`config.mk`:
```
export PLATFORM = sky130hd
export DESIGN_NAME = mem_port_arbiter
export DESIGN_NICKNAME = d
export VERILOG_FILES = /design/src/rtl/mem_port_arbiter.sv
export SDC_FILE = /design/constraint.sdc
export NUM_CORES = 1
export LEC_CHECK = 0
export BUFFER_PORTS_ARGS = -buffer_cell sky130_fd_sc_hd__buf_2
export CORE_UTILIZATION = 38
export CTS_BUF_LIST = sky130_fd_sc_hd__clkbuf_16
export CTS_CLUSTER_DIAMETER = 100
export DETAILED_ROUTE_END_ITERATION = 10
export GPL_ROUTABILITY_DRIVEN = 0
export HOLD_SLACK_MARGIN = 0.1
export PLACE_DENSITY = 0.66
export SETUP_SLACK_MARGIN = 0.1
export SLEW_MARGIN = 20
export SYNTH_ARGS = -nofsm -noshare
export SYNTH_HDL_FRONTEND = slang
export SYNTH_SLANG_ARGS = --single-unit
```
`constraint.sdc`:
```
create_clock -name CLK -period 1.9 [get_ports CLK]
set_input_delay 0.19 -clock CLK [delete_from_list [all_inputs] [get_ports CLK]]
set_output_delay 0.19 -clock CLK [all_outputs]
set_load 0.1 [all_outputs]
```
`src/rtl/mem_port_arbiter.sv`:
```
// mem_port_arbiter: shares one memory_controller port between REQ_CNT
// cpu_core requesters using the rw_flag/addr/data/mask/busy/done protocol.
// Arbitration is round-robin by default; defining MEM_ARB_FIXED_PRIO_EN
// switches to fixed priority (lowest index wins, no pointer kept).
// All outputs are registered except req_busy.
module mem_port_arbiter #(
    parameter int REQ_CNT = 2,
    parameter int IDX_BIT = 1
) (
    input  logic                   CLK,
    input  logic                   RST,
    input  logic [REQ_CNT*2-1:0]   req_rw_flag,
    input  logic [REQ_CNT*32-1:0]  req_addr,
    input  logic [REQ_CNT*32-1:0]  req_write_data,
    input  logic [REQ_CNT*4-1:0]   req_write_mask,
    output logic [REQ_CNT*32-1:0]  req_read_data,
    output logic [REQ_CNT-1:0]     req_busy,
    output logic [REQ_CNT-1:0]     req_done,
    output logic [1:0]             MEM_rw_flag,
    output logic [31:0]            MEM_addr,
    output logic [31:0]            MEM_write_data,
    output logic [3:0]             MEM_write_mask,
    input  logic [31:0]            MEM_read_data,
    input  logic                   MEM_busy,
    input  logic                   MEM_done
);

    localparam logic [1:0]         FLAG_READ  = 2'b01;
    localparam logic [1:0]         FLAG_WRITE = 2'b10;
    localparam logic [IDX_BIT-1:0] LAST_IDX   = IDX_BIT'(REQ_CNT - 1);

    typedef enum logic [1:0] {
        ST_IDLE = 2'd0,
        ST_BUSY = 2'd1,
        ST_DONE = 2'd2
    } state_t;

    state_t               state_q;
    logic [IDX_BIT-1:0]   grant_q;
`ifndef MEM_ARB_FIXED_PRIO_EN
    logic [IDX_BIT-1:0]   ptr_q;
`endif
    logic [1:0]           mem_rw_q;
    logic [31:0]          mem_addr_q;
    logic [31:0]          mem_wdata_q;
    logic [3:0]           mem_mask_q;
    logic [REQ_CNT*32-1:0] rdata_q;
    logic [REQ_CNT-1:0]   done_q;

    logic [REQ_CNT-1:0]   valid;
    logic                 any_valid;
    logic [IDX_BIT-1:0]   win_d;
    logic                 found;
    logic [IDX_BIT-1:0]   scan;
    logic                 port_free;

    // A requester is valid only for a plain read or write; 00 and 11 are idle.
    always_comb begin
        valid = '0;
        for (int unsigned i = 0; i < REQ_CNT; i++) begin
            valid[i] = (req_rw_flag[2*i +: 2] == FLAG_READ) ||
                       (req_rw_flag[2*i +: 2] == FLAG_WRITE);
        end
        any_valid = |valid;
    end

    // Winner selection for the next issue.
    always_comb begin
        win_d = '0;
        found = 1'b0;
        scan  = '0;
`ifdef MEM_ARB_FIXED_PRIO_EN
        for (int unsigned i = 0; i < REQ_CNT; i++) begin
            if (!found && valid[i]) begin
                found = 1'b1;
                win_d = IDX_BIT'(i);
            end
        end
`else
        // Scan starts one past the last winner; the index wraps at REQ_CNT,
        // not at the natural 2^IDX_BIT boundary.
        scan = ptr_q;
        for (int unsigned k = 0; k < REQ_CNT; k++) begin
            scan = (scan == LAST_IDX) ? '0 : scan + 1'b1;
            if (!found && valid[scan]) begin
                found = 1'b1;
                win_d = scan;
            end
        end
`endif
    end

    // The port can accept a new request only while idle and the controller is free.
    always_comb begin
        port_free = (state_q == ST_IDLE) && !MEM_busy;
        req_busy  = port_free ? '0 : '1;
    end

    // Arbitration FSM with registered memory-side and requester-side outputs.
    always_ff @(posedge CLK or negedge RST) begin
        if (!RST) begin
            state_q     <= ST_IDLE;
            grant_q     <= '0;
`ifndef MEM_ARB_FIXED_PRIO_EN
            ptr_q       <= LAST_IDX;
`endif
            mem_rw_q    <= '0;
            mem_addr_q  <= '0;
            mem_wdata_q <= '0;
            mem_mask_q  <= '0;
            rdata_q     <= '0;
            done_q      <= '0;
        end else begin
            done_q <= '0;
            case (state_q)
                ST_IDLE: begin
                    if (any_valid && !MEM_busy) begin
                        grant_q     <= win_d;
                        mem_rw_q    <= req_rw_flag[2*win_d +: 2];
                        mem_addr_q  <= req_addr[32*win_d +: 32];
                        mem_wdata_q <= req_write_data[32*win_d +: 32];
                        mem_mask_q  <= req_write_mask[4*win_d +: 4];
                        state_q     <= ST_BUSY;
                    end
                end
                ST_BUSY: begin
                    if (MEM_done) begin
                        mem_rw_q        <= '0;
                        done_q[grant_q] <= 1'b1;
                        if (mem_rw_q == FLAG_READ) begin
                            rdata_q[32*grant_q +: 32] <= MEM_read_data;
                        end
`ifndef MEM_ARB_FIXED_PRIO_EN
                        ptr_q           <= grant_q;
`endif
                        state_q         <= ST_DONE;
                    end
                end
                ST_DONE: begin
                    // One dead cycle lets the winner retire its flag after req_done.
                    state_q <= ST_IDLE;
                end
                default: begin
                    state_q <= ST_IDLE;
                end
            endcase
        end
    end

    assign MEM_rw_flag    = mem_rw_q;
    assign MEM_addr       = mem_addr_q;
    assign MEM_write_data = mem_wdata_q;
    assign MEM_write_mask = mem_mask_q;
    assign req_read_data  = rdata_q;
    assign req_done       = done_q;

endmodule

```
; Yosys cells after proc, flatten, opt, wreduce, memory -nomap -nowiden
; Index checks and enable logic that the tools add are counted.
[op_classes]
addsub = 3
order_cmp = 4
n_eq_ne = 8
shifts = 6
n_mux = 21
n_reduce_logical = 16
[ops]
columns = operator, n
row1 = indexed part select 64 x 7 -> 32 bit, 2
row2 = bitwise mux 64 bit, 1
row3 = variable shift 32 x 34 -> 64 bit (first input constant), 1
row4 = indexed part select 32 x 34 -> 64 bit, 1
row5 = negation 6 -> 34 bit, 1
row6 = 2-to-1 mux 2 bit, 7
row7 = 2-to-1 mux 1 bit, 10
row8 = == test 2 x 1 -> 1 bit (second input constant), 4
row9 = one-hot mux 2 bit (2 select lines), 2
row10 = indexed part select 8 x 4 -> 4 bit, 1
row11 = < comparator 1 x 2 -> 1 bit (second input constant), 3
row12 = AND reduction 2 bit, 3
row13 = AND reduction 3 bit, 2
row14 = == test 2 bit (second input constant), 2
row15 = logical AND 1 bit, 4
row16 = indexed part select 4 x 3 -> 2 bit, 1
row17 = adder 1 bit (second input constant), 2
row18 = zero test 1 bit, 2
row19 = zero test 2 bit, 1
row20 = logical OR 1 bit, 2
row21 = != test 2 x 1 -> 1 bit (second input constant), 1
row22 = != test 2 bit (second input constant), 1
row23 = nonzero test 2 bit, 1
row24 = OR reduction 2 bit, 1
row25 = 2 further kinds, 2
[word_totals]
register_bits = 140
input_bits = 176
out_inout_bits = 138

; Logic depth before layout (Yosys ltp)
[depth]
word_depth = 11
mapped_depth = 6

; Least setup slack after synthesis
; OpenSTA, ideal clock, no wires.
[synth_path]
kind = reg-to-reg
startpoint = register mem_rw_q[0], in the netlist MEM_rw_flag[0]
endpoint = register rdata_q[22], in the netlist req_read_data[22]
setup_ps = 125
arrival_ps = 1994
required_time_ps = 1775
setup_slack_ps = -219
path_stages_with_launch = 5
path_buffers = 1
period_less_slack_ps = 2119
path_cell_list = dfrtp_1 -> nand3_1 -> nor3_2 -> buf_4 -> mux2_2
[synth_between]
elab_chain_cells = 2
[synth_rtl]
columns = element, line_no
row1 = start: declaration, 43  ; logic [1:0] mem_rw_q;
row2 = start signal: assignment, 119  ; mem_rw_q <= req_rw_flag[2*win_d +: 2];
row3 = == test 2 x 1 -> 1 bit, 130  ; if (mem_rw_q == FLAG_READ) begin
row4 = AND reduction 3 bit (no line), n/a
row5 = end signal: indexed assignment, 131  ; rdata_q[32*grant_q +: 32] <= MEM_read_data;
row6 = end: declaration, 47  ; logic [REQ_CNT*32-1:0] rdata_q;
; Every way passes these cells.
; A chain may end at the register's enable or synchronous reset.

; Worst setup path in the final report
[layout_path]
startpoint = input port MEM_busy
endpoint = output port req_busy[1]
[layout_between]
elab_chain_cells = 3
[layout_rtl]
columns = element, line_no
row1 = start: declaration, 24  ; input logic MEM_busy,
row2 = zero test 1 bit, 95  ; port_free = (state_q == ST_IDLE) && !MEM_busy;
row3 = logical AND 1 bit, 95
row4 = 2-to-1 mux 2 bit, 96  ; req_busy = port_free ? '0 : '1;
row5 = end: declaration, 17  ; output logic [REQ_CNT-1:0] req_busy,
; Every way passes these cells.

==> results_dict.tcl <==
set metrics [dict create \
    die_w_um 126 \
    synth-simple-area-share_pct 14.9 \
    end_kind "output port" \
    synth_ff_type "dfrtp_1" \
    detail_route.wl_per_cell_um 16.9 \
    hold_violations 0 \
    place_hpwl_um 11700 \
    synth_compound_area_share_pct 8.75 \
    final.setup.tns_ns 0 \
    yosys-top-cells-area "dfrtp_1 60%, mux2_2 12%, nand2_1 8.9%" \
    synth-xor-area-share_pct 0.429 \
    drt-total-wl_um 20800 \
    finClkSkew_ns 0.00961 \
    drt_iter0_drc 278 \
    slowest_delay_ns 0.56 \
    outcome "finished, final reports clean" \
    grt_pass1_vias 6436 \
    antenna_found_initial 4 \
    timing.reg2reg.setup_slack_ns 0.18 \
    grt_max_degree 62 \
    synthAdderAreaFrac_pct 0 \
    start_kind "primary input" \
    crit_required_ns 1.71 \
    numCtsBuffers 17 \
    finalCritPeriodShare_pct 91.9 \
    avgSynthCellArea_um2 10.7 \
    first_pass_iters 5 \
    cpMostUsedCell "buf_2" \
    layout-area-overhead-vs-synth_pct 72.9 \
    worst-setup-path-type "primary input to output port" \
    cts-root-buf "clkbuf_16" \
    rsz0062_at_grt "no" \
    vias_per_cell 5.02 \
    synth_top_family_by_area "simple AND/OR/NAND/NOR gates" \
    crit_chain "dlygate4sd3_1 > buf_2 > or3_4 > buf_2" \
    synth_edf_count 0 \
    coreArea_um2 14800 \
    synthArstFlopShare_pct 100 \
    vias 6166 \
    path_clk_slew_ns 0.05 \
    maxCapViolations 0 \
    clockBufferDepth 2 \
    synth_commonest_cells "139 x dfrtp_1, 139 x nand2_1, 70 x nor2_1" \
    yosysTopAreaCell "dfrtp_1" \
    clkSinkCount 140 \
    final_antenna_net_count 0 \
    arrival_ns 1.56 \
    setup_viol 0 \
    synth_mux_area_share_pct 12.4 \
    seq_area_frac_synth_pct 60.1 \
    ios 314 \
    gr-total-overflow 0 \
    drive_gt1_share_pct 41.2 \
    ys_types 26 \
    slowest_stage "dlygate4sd3_1" \
    io_buffers 313 \
    yosysTopAreaCellShare_pct 59.6 \
    synth_warnings 0 \
    hp-class "primary input to flop" \
    htreeDepth 4 \
    nets 1207 \
    slew-limit-headroom_pct 65.2 \
    drc 0 \
    maxSlewViolCount 0 \
    std_cell_rows 44 \
    netlist_area_um2 5830 \
    clkLatencyLatePin_ns 0.41 \
    fp.dieArea_um2 15800 \
    grtUsageTotal_pct 26.1 \
    synth_nets 722 \
    ys_seq_elements 140 \
    grt_pass1_wl_um 32300 \
    cts_tree "built" \
    fillerInstances 1019 \
    fmax_ghz 0.573 \
    dieHeight_um 126 \
    worst_slew_pin_slew_ns 0.526 \
    path_max_fanout 4 \
    synth_cells 546 \
    fin_crit_ns 1.75 \
    initial_core_util_pct 39.5 \
]
## worst paths after layout
check,start,end,cells after the start
setup / recovery,MEM_busy,req_busy[1],4
hold / removal,req_rw_flag[0],MEM_rw_flag[0],3
setup reg to reg,state_q[1],req_read_data[29],6
hold reg to reg,req_read_data[32],req_read_data[32],1
max in group asynchronous,RST,MEM_write_data[9],3
min in group asynchronous,RST,req_read_data[19],2
## layout by cell type, fill, tap and decap left out, types with 2 or more instances in the layout
| master | netlist | routed |
|---|---|---|
| diode_2 | 0 | 2 |
| nor2_1 | 70 | 70 |
| nor2b_1 | 3 | 2 |
| clkinv_1 | 0 | 3 |
| inv_1 | 4 | 5 |
| o22ai_1 | 2 | 2 |
| clkinv_2 | 0 | 3 |
| dfrtp_1 | 139 | 137 |
| clkbuf_16 | 0 | 20 |
| nor3_4 | 0 | 2 |
| a31oi_1 | 68 | 68 |
| mux2_1 | 4 | 4 |
| buf_2 | 18 | 312 |
| nand2_1 | 139 | 139 |
| bufinv_16 | 0 | 2 |
| buf_4 | 8 | 4 |
| nand2b_1 | 4 | 4 |
| dlygate4sd3_1 | 0 | 171 |
| clkinvlp_4 | 0 | 3 |
| o21ai_0 | 3 | 3 |
| a21o_1 | 2 | 2 |
| mux2_2 | 60 | 60 |
| buf_12 | 0 | 10 |
## cell families (layout without fill, tap and decap cells)
group	after synthesis	in the layout
AOI/OAI and AO/OA	79	79
xor gates and xnor gates	2	2
buffers and inverters	40	537
DFF	140	140
muxes	64	64
other	0	2
and+or+nand+nor	221	221
## sequential cells by signal, summed over array words and instances (netlist names)
name and count:
MEM_write_data 32, ptr_q 1, MEM_addr 32, req_read_data 64, MEM_write_mask 4, grant_q 1, MEM_rw_flag 2, state_q 2
req_done 2
## per-layer routing
metal / part of all wire (%) / track usage (%) / up-vias / wire, um
met4: 3.9 / 14.4 / 0 / 809
met3: 8.5 / 8.58 / 67 / 1760
li1: - / - / 2813 / -
met2: 50 / 44.7 / 334 / 10300
met5: 0 / 0 / - / 0
met1: 38 / 28.8 / 2952 / 7880
## layout make-up
class | instances | area [um2] | share of cell area (%)
diodes | 2 | 5.00 | 0.0496
clock buffers | 17 | 425 | 4.22
clock inverters | 14 | 130 | 1.29
inverters | 4 | 15.0 | 0.149
multi-input cells | 366 | 2150 | 21.4
flip-flops and latches | 140 | 3510 | 34.8
well taps | 184 | 230 | 2.28
repair buffers | 502 | 3620 | 35.9
## critical path: cells and delay by family
family,cells,cell delay [ns]
AND/OR/NAND/NOR,1,0.36
buffers and inverters,3,1.01
## per-stage QoR
step	area (um2)	worst slack, ns	utilization (%)	std cells	hold WS, ns
after floorplan	5840	0.142	-	546	-0.106
after detailed placement	7690	0.187	52.1	1019	0.0963
final	10100	0.154	68.4	1229	0.210
after global routing	10100	0.0757	68.4	1229	0.234
after global placement	7690	0.240	52.1	1019	0.0955
after CTS	9960	0.161	67.5	1221	0.172
## timing repair
item,in CTS,in global routing
endpoints found under the hold margin,274,0
endpoints found under the setup margin,0,13
resized for setup,0,3
hold buffers,171,0
setup buffers,0,3
Power is left out: the tool's default activity adds up to more than one toggle a clock period on the data nets, which glitch-free logic cannot reach.
